[src/rtl/iram_param_pkg.sv]
`default_nettype none
// ============================================================================
// Module      : iram_param_pkg
// Description : Shared definitions for the instruction RAM block: the
//               controller state encoding and the default fill word used
//               for cleared or unloaded entries.
// Revision    : 1.0 - initial release
// ============================================================================
package iram_param_pkg;

    typedef enum logic [1:0] {
        ST_IDLE  = 2'd0,
        ST_CLEAR = 2'd1,
        ST_LOAD  = 2'd2,
        ST_DONE  = 2'd3
    } state_t;

    localparam logic [15:0] NOP_WORD_DEFAULT = 16'h0000;

endpackage : iram_param_pkg
`default_nettype wire

[src/rtl/iram_store.sv]
`default_nettype none
// ============================================================================
// Module      : iram_store
// Description : Storage array for the instruction RAM. One synchronous
//               write port and one combinational read port.
// Ports       : clk    - write clock
//               we     - write enable
//               waddr  - write entry index
//               wdata  - write word
//               raddr  - read entry index
//               rdata  - read word (combinational)
// Revision    : 1.0 - initial release
// ============================================================================
module iram_store #(
    parameter int DATA_W = 16,
    parameter int DEPTH  = 128,
    localparam int AW    = (DEPTH > 1) ? $clog2(DEPTH) : 1
) (
    input  logic              clk,
    input  logic              we,
    input  logic [AW-1:0]     waddr,
    input  logic [DATA_W-1:0] wdata,
    input  logic [AW-1:0]     raddr,
    output logic [DATA_W-1:0] rdata
);

    // No reset on the array: the controller clears it after every reset.
    logic [DATA_W-1:0] mem [DEPTH];

    always_ff @(posedge clk) begin
        if (we) begin
            mem[waddr] <= wdata;
        end
    end

    assign rdata = mem[raddr];

endmodule : iram_store
`default_nettype wire

[src/rtl/iram_param.sv]
`default_nettype none
// ============================================================================
// Module      : iram_param
// Description : Parameterised instruction RAM with a clear-then-load
//               program reload sequencer and a combinational fetch port.
// Ports       : CLK        - clock, all state on posedge
//               RESET      - synchronous active-low reset
//               ADDR       - fetch byte address (word index = ADDR[MSB:1])
//               Q          - fetched word, NOP_WORD while BUSY
//               ALIGN_ERR  - ADDR[0]
//               BUSY       - high while clearing or loading
//               LOAD_START - request a program reload (honoured in IDLE)
//               LD_VALID / LD_DATA / LD_LAST / LD_READY - load beat stream
//               LOAD_DONE  - one-cycle pulse at load completion
//               LD_COUNT   - words written by the last load
// Revision    : 1.0 - initial release
// ============================================================================
module iram_param
    import iram_param_pkg::*;
#(
    parameter int                DATA_W   = 16,
    parameter int                ADDR_W   = 8,
    parameter logic [DATA_W-1:0] NOP_WORD = DATA_W'(NOP_WORD_DEFAULT)
) (
    input  logic              CLK,
    input  logic              RESET,
    input  logic [ADDR_W-1:0] ADDR,
    output logic [DATA_W-1:0] Q,
    output logic              ALIGN_ERR,
    output logic              BUSY,
    input  logic              LOAD_START,
    input  logic              LD_VALID,
    input  logic [DATA_W-1:0] LD_DATA,
    input  logic              LD_LAST,
    output logic              LD_READY,
    output logic              LOAD_DONE,
    output logic [ADDR_W-1:0] LD_COUNT
);

    localparam int PTR_W = ADDR_W - 1;
    localparam int DEPTH = 2 ** PTR_W;

    localparam logic [PTR_W-1:0]  LAST_CLR  = PTR_W'(DEPTH - 1);
    localparam logic [ADDR_W-1:0] LAST_WPTR = ADDR_W'(DEPTH - 1);

    state_t              state;
    state_t              next_state;
    logic [PTR_W-1:0]    clr_ptr;
    // One bit wider than an entry index so the beat total can reach DEPTH.
    logic [ADDR_W-1:0]   wptr;
    logic                pending;
    logic [ADDR_W-1:0]   load_count;

    logic                mem_we;
    logic [PTR_W-1:0]    mem_waddr;
    logic [DATA_W-1:0]   mem_wdata;
    logic [DATA_W-1:0]   mem_rdata;
    logic                accept;
    logic                load_end;

    assign LD_READY  = (state == ST_LOAD);
    assign BUSY      = (state == ST_CLEAR) || (state == ST_LOAD);
    assign LOAD_DONE = (state == ST_DONE);
    assign LD_COUNT  = load_count;
    assign ALIGN_ERR = ADDR[0];
    assign Q         = BUSY ? NOP_WORD : mem_rdata;

    assign accept   = LD_VALID && LD_READY;
    // The DEPTH bound ends the load so the pointer never wraps to entry 0.
    assign load_end = accept && (LD_LAST || (wptr == LAST_WPTR));

    always_comb begin
        next_state = state;
        mem_we     = 1'b0;
        mem_waddr  = clr_ptr;
        mem_wdata  = NOP_WORD;
        case (state)
            ST_IDLE: begin
                if (LOAD_START) begin
                    next_state = ST_CLEAR;
                end
            end
            ST_CLEAR: begin
                mem_we = 1'b1;
                if (clr_ptr == LAST_CLR) begin
                    next_state = pending ? ST_LOAD : ST_IDLE;
                end
            end
            ST_LOAD: begin
                if (accept) begin
                    mem_we    = 1'b1;
                    mem_waddr = wptr[PTR_W-1:0];
                    mem_wdata = LD_DATA;
                end
                if (load_end) begin
                    next_state = ST_DONE;
                end
            end
            ST_DONE: begin
                next_state = ST_IDLE;
            end
            default: begin
                next_state = ST_CLEAR;
            end
        endcase
    end

    always_ff @(posedge CLK) begin
        if (!RESET) begin
            state      <= ST_CLEAR;
            clr_ptr    <= '0;
            wptr       <= '0;
            pending    <= 1'b0;
            load_count <= '0;
        end else begin
            state <= next_state;
            case (state)
                ST_IDLE: begin
                    if (LOAD_START) begin
                        pending <= 1'b1;
                    end
                end
                ST_CLEAR: begin
                    // Wraps back to 0 on the final entry, ready for the next clear.
                    clr_ptr <= clr_ptr + 1'b1;
                    wptr    <= '0;
                end
                ST_LOAD: begin
                    if (accept) begin
                        wptr <= wptr + 1'b1;
                    end
                    if (load_end) begin
                        load_count <= wptr + 1'b1;
                    end
                end
                ST_DONE: begin
                    pending <= 1'b0;
                end
                default: ;
            endcase
        end
    end

    iram_store #(
        .DATA_W (DATA_W),
        .DEPTH  (DEPTH)
    ) u_store (
        .clk   (CLK),
        .we    (mem_we),
        .waddr (mem_waddr),
        .wdata (mem_wdata),
        .raddr (ADDR[ADDR_W-1:1]),
        .rdata (mem_rdata)
    );

endmodule : iram_param
`default_nettype wire

[config.mk]
export PLATFORM = sky130hd
export DESIGN_NAME = iram_param
export DESIGN_NICKNAME = d
export VERILOG_FILES = /design/src/rtl/iram_param_pkg.sv /design/src/rtl/iram_store.sv /design/src/rtl/iram_param.sv
export SDC_FILE = /design/constraint.sdc
export NUM_CORES = 2
export LEC_CHECK = 0
export ABC_AREA = 0
export CAP_MARGIN = 0
export CORE_MARGIN = 1
export CORE_UTILIZATION = 25
export DETAILED_ROUTE_END_ITERATION = 16
export GPL_TIMING_DRIVEN = 0
export HOLD_SLACK_MARGIN = 0.03
export PLACE_DENSITY_LB_ADDON = 0.1
export SLEW_MARGIN = 20
export SYNTH_ARGS = -nofsm -noshare
export SYNTH_HDL_FRONTEND = slang
export SYNTH_SLANG_ARGS = --single-unit
[constraint.sdc]
create_clock -name CLK -period 3.4 [get_ports CLK]
set_input_delay 0.68 -clock CLK [delete_from_list [all_inputs] [get_ports CLK]]
set_output_delay 0.68 -clock CLK [all_outputs]
set_load 0.03 [all_outputs]
Word-level counts from Yosys, hierarchy flattened
Memories as Yosys holds them, arrays and structs flattened.
Index checks and enable logic that the tools add are counted.
- register bits: 26
- memory bits (writable): 2048
- input port bits: 29
- output and inout bits: 28
- logic and storage cells: 46
- memories: 1
- $add $sub $neg: 2
- equality and inequality tests: 9
- muxes and demuxes: 18
- reduce and logical (&&, ||, !) cells: 11
- memories (name ; depth ; width ; read ports ; clocked after memory_dff ; write ports ; RTL line ; text):
    u_store.mem ; 128 ; 16 ; 1 ; 0 ; 1 ; iram_store.sv:28 ; logic [DATA_W-1:0] mem [DEPTH];
- operator list (cell ; number):
    2-to-1 mux 16 bit ; 3
    one-hot mux 8 bit (2 select lines) ; 1
    2-to-1 mux 7 bit ; 2
    adder 8 x 1 -> 8 bit (second input constant) ; 1
    == test 8 x 7 -> 1 bit (second input constant) ; 1
    2-to-1 mux 2 bit ; 4
    2-to-1 mux 8 bit ; 1
    one-hot mux 2 bit (4 select lines) ; 1
    adder 7 x 1 -> 7 bit (second input constant) ; 1
    == test 7 bit (second input constant) ; 1
    inequality test 2 x 1 -> 1 bit (second input constant) ; 3
    AND reduction 2 bit ; 3
    == test 2 bit (second input constant) ; 2
    2-to-1 mux 1 bit ; 4
    one-hot mux 1 bit (2 select lines) ; 2
    nonzero test 2 bit ; 2
    AND reduction 3 bit ; 1
    == test 2 x 1 -> 1 bit (second input constant) ; 1
    logical AND 1 bit ; 2
    zero test 2 bit ; 1
    logical OR 1 bit ; 2
    inequality test 2 bit (second input constant) ; 1

Logic depth before layout (Yosys ltp)
- word-level depth: 6
- mapped depth: 10
- gate-level depth less buffers: 7

Hierarchy
Synthesis repeated with hierarchy kept, for this count alone.
- cells, all modules: 3282
- area, all modules: 79830.3 µm²
- modules (own cells, without submodules) (module ; times used ; cells an instance ; area an instance (µm²) ; seq. area each (µm²)):
    iram_store ; 1 ; 3070 ; 78202.5 ; 61499.0
    iram_param ; 1 ; 212 ; 1627.8 ; 520.5

Worst setup path after synthesis
OpenSTA, ideal clock, no wires.
- path type: register -> register
- start point: register state[0]
- end point: memory u_store.mem[0][10] (data pin)
- library setup time: 0.535 ns
- arrival: 3.255 ns
- data required time: 2.865 ns
- slack: -0.390 ns
- stages on the path, launching flop included: 8
- path buffers: 3
- period minus slack after synthesis: 3.790 ns
- cell sequence: dfxtp_1 inv_1 ha_1 buf_4 and3_1 clkbuf_1 clkbuf_1 and2_1
- cells in the longest elaborated chain, start to end: 4
- ends and longest elaborated chain (item ; RTL line ; text):
    from (decl) ; iram_param.sv:46 ; state_t state;
    from (signal assigned) ; iram_param.sv:116 ; state <= next_state;
    == test 2 bit * ; iram_param.sv:61 ; assign LD_READY = (state == ST_LOAD);
    named net LD_READY ; iram_param.sv:35 ; output logic LD_READY,
    logical AND 1 bit ; iram_param.sv:68 ; assign accept = LD_VALID && LD_READY;
    2-to-1 mux 16 bit ; iram_param.sv:90 ; if (accept) begin
    2-to-1 mux 16 bit * ; iram_param.sv:77 ; case (state)
    named net mem_wdata[10] ; iram_param.sv:56 ; logic [DATA_W-1:0] mem_wdata;
    to (decl) ; iram_store.sv:28 ;
Mark *: on every way through the listed nets, which the timed path passes. The rest lies on a longest branch.

Worst setup path in the final report
- start point: input port ADDR[7]
- end point: output port Q[8]
- cells in the longest elaborated chain, start to end: 2
- ends and longest elaborated chain (item ; RTL line ; text):
    from (decl) ; iram_param.sv:27 ; input logic [ADDR_W-1:0] ADDR,
    memory read (128 x 16 bit) ; - ;
    2-to-1 mux 16 bit ; iram_param.sv:66 ; assign Q = BUSY ? NOP_WORD : mem_rdata;
    to (decl) ; iram_param.sv:28 ; output logic [DATA_W-1:0] Q,
No other way between the ends.

==> impl_metrics.tcl <==
set metrics [dict create \
    grt_remaining_overflow 0 \
    avgSynthCellArea_um2 20.29 \
    synth-async-reset-ratio_pct 0 \
    synthTopCellsByArea "edfxtp_1, mux4_2, mux2i_1, nand3_1, a22oi_1" \
    ctsRootBufferMaster "clkbuf_16" \
    cts_tree "yes" \
    hold_viol_final 0 \
    detail-route-antenna-nets 0 \
    holdWs_ps 278.7 \
    start_kind "primary input" \
    maxCapViolCount 0 \
    clk_pin_slew_ps 60 \
    cpPeakStageDelay_ps 600 \
    ys_seq_elements 2074 \
    max_slew_margin_pct 42.51 \
    violations "setup timing" \
    critPathTopFamily "simple AND/OR/NAND/NOR gates" \
    layout_min_cycle_time_ps 4240 \
    layout_setup_ws_ps -840.4 \
    wl_per_cell_um 31.53 \
    nNetsFinal 4579 \
    p_leak_nw 31.32 \
    drtIter0Drc 4395 \
    yosysMostFrequentCell "edfxtp_1" \
    crit_chain "clkbuf_4 > buf_8 > and3b_1 > buf_1 > clkbuf_8 > nand3_2 > nand4_1 > nor4_4 > buf_6 > a41oi_2 > buf_6" \
    slew_viol_final 0 \
    cp_data_required_time_ps 2720 \
    setup_viol 16 \
    crit_top_cell "buf_6" \
    power_density_nw_per_um2 536.0 \
    status "complete, but fails checks" \
    critical_path_class "primary input to output pin" \
    synth_edf_count 2048 \
    cts_hold_buffers 0 \
    grt_antenna_before_repair 18 \
    htreeDepth 4 \
    firstDrtPassIters 5 \
    area_growth_pct 26.41 \
    final_util_pct 31.75 \
    fin_cells 9044 \
    gp_congestion 0.8985 \
    die_area_um2 324700 \
    grt_pass1_vias 43370 \
    dp.cells 8424 \
    ys_seq_area_share_pct 76.95 \
    cts_made_buffers 236 \
    fin_crit_sh_pct 124.7 \
    boundaryPins 57 \
    tightest_slew_ps 862.3 \
    slowest_stage "nor4_4" \
    dieHeight_um 569.8 \
    fmax_ghz 0.2358 \
    arrival_ps 3560 \
    vias_per_cell 4.726 \
    drcViolationCount 0 \
    p_total_mw 54.61 \
    wl_mm 285.2 \
    synth_area_leader_cell "edfxtp_1" \
    clk_latency_ps 910 \
    grt_max_degree 74 \
    die_w_um 569.8 \
    synth_area_um2 80600 \
    min_path_type "primary input to register" \
    place_hpwl_mm 193.2 \
    grt_use_total_pct 17.35 \
    synth_nets 4009 \
    row_count 208 \
    grt_pass1_wl_mm 386.0 \
    ir_worst_vdd_v 0.0004567 \
    ys_types 55 \
    core-area_um2 320900 \
    yosys_warnings 0 \
    synthTopCellsByCount "edfxtp_1, mux4_2, nand3_1" \
    portBuffers 51 \
    skew_ps 65.26 \
    start_util_pct 25.12 \
    clk_path_buf_depth 4 \
    path_max_fanout 10 \
    worst-path-buf-inv 6 \
    syn_inst 3973 \
    drive_gt1_share_pct 33.02 \
    synth_top_area_share_pct 76.30 \
    rsz0062_at_grt "true" \
    numClockSinks 2074 \
    vias 42740 \
    place_ws_ps -3223 \
    end_kind "output pin" \
    synth-main-ff-cell "edfxtp_1" \
]
-- cells in the final DEF, fill, tap and decap left out, types with 83 or more instances in the layout --
cell / Yosys / final
edfxtp_1: 2048 / 2048
nand3_1: 346 / 306
clkbuf_16: 0 / 236
mux2i_1: 246 / 214
nor2_4: 0 / 126
buf_12: 0 / 136
buf_6: 5 / 83
mux4_2: 415 / 415
nand4_1: 83 / 83
buf_4: 47 / 120
-- metrics by stage --
| stage | cell area [µm²] | setup TNS [ps] |
|---|---|---|
| floorplan | 80610 | -135170 |
| global placement | 86510 | - |
| detailed placement | 89220 | -2847180 |
| CTS | 101100 | -13020 |
| global route | 101900 | -11180 |
| finish | 101900 | -11220 |
-- path summary, 6_finish.rpt --
check	start	end	slack, ps	cells past startpoint
worst min register to register	pending$_SDFFE_PN0P_	register	480	2
worst min-delay path	RESET	wptr[7]$_SDFFE_PN0P_	280	2
worst max register to register	state[0]$_SDFFE_PN1P_	u_store.mem[105][7]$_DFFE_PP_	60	12
worst max-delay path	ADDR[7]	Q[8]	-840	11
-- area by class of cell --
type	instances	area [µm²]
Clock inverter	137	1082
Antenna cell	11	27.53
Clock buffer	286	6093
Sequential cell	2074	62020
Fill cell	30890	219000
Multi-Input combinational cell	1645	19600
Buffer	250	2625
Tap cell	4305	5386
Inverter	5	18.77
Timing Repair Buffer	331	5032
-- power breakdown --
group | internal [mW] | switching (mW) | total (mW)
clock | 13.7 | 10.6 | 24.3
sequential | 27.7 | 0.0229 | 27.8
combinational | 0.948 | 1.61 | 2.56
-- sequential cells by signal, indices dropped and copies added (netlist names), named ones only --
| signal | flops |
|---|---|
| clr_ptr | 7 |
| pending | 1 |
| LD_COUNT | 8 |
| wptr | 8 |
| u_store.mem | 2048 |
| state | 1 |
-- cell families after synthesis --
| kind of cell | Yosys count | share of synthesized area, % |
|---|---|---|
| XOR/XNOR | 11 | 0.1195 |
| flip-flops | 2074 | 76.95 |
| buffers and inverters | 256 | 1.601 |
| multiplexers | 663 | 14.68 |
| adder cells (fa/ha/maj) | 7 | 0.1087 |
| AO/OA/AOI/OAI | 187 | 1.619 |
| AND/OR/NAND/NOR | 775 | 4.926 |
-- repair_timing --
action / in CTS / in global routing
cloned: 7 / 0
setup buffers: 148 / 32
endpoints found under the setup margin: 2162 / 1093
endpoints found under the hold margin: 0 / 0
resized for setup: 722 / 104
pin swaps: 165 / 57
-- worst register-to-register path: stages, from the launching register on --
cell and delay, ps:
dfxtp_1 410, inv_1 100, ha_1 240, buf_4 190, nand3_4 180, mux2i_4 280, buf_12 160, clkbuf_4 240
nand2b_4 160, or2_4 330, buf_6 220, nor2_4 250, buf_6 230
-- per-layer routing --
layer	wire length, µm	part of all wire (%)	GRT usage (%)	up-vias
li1	-	-	-	17750
met1	126300	44	23.96	23360
met2	135300	47	28.21	1242
met3	14430	5.1	2.611	378
met4	8808	3.1	4.988	2
met5	267	0.094	0	-
(Power assumes the default switching activity.)
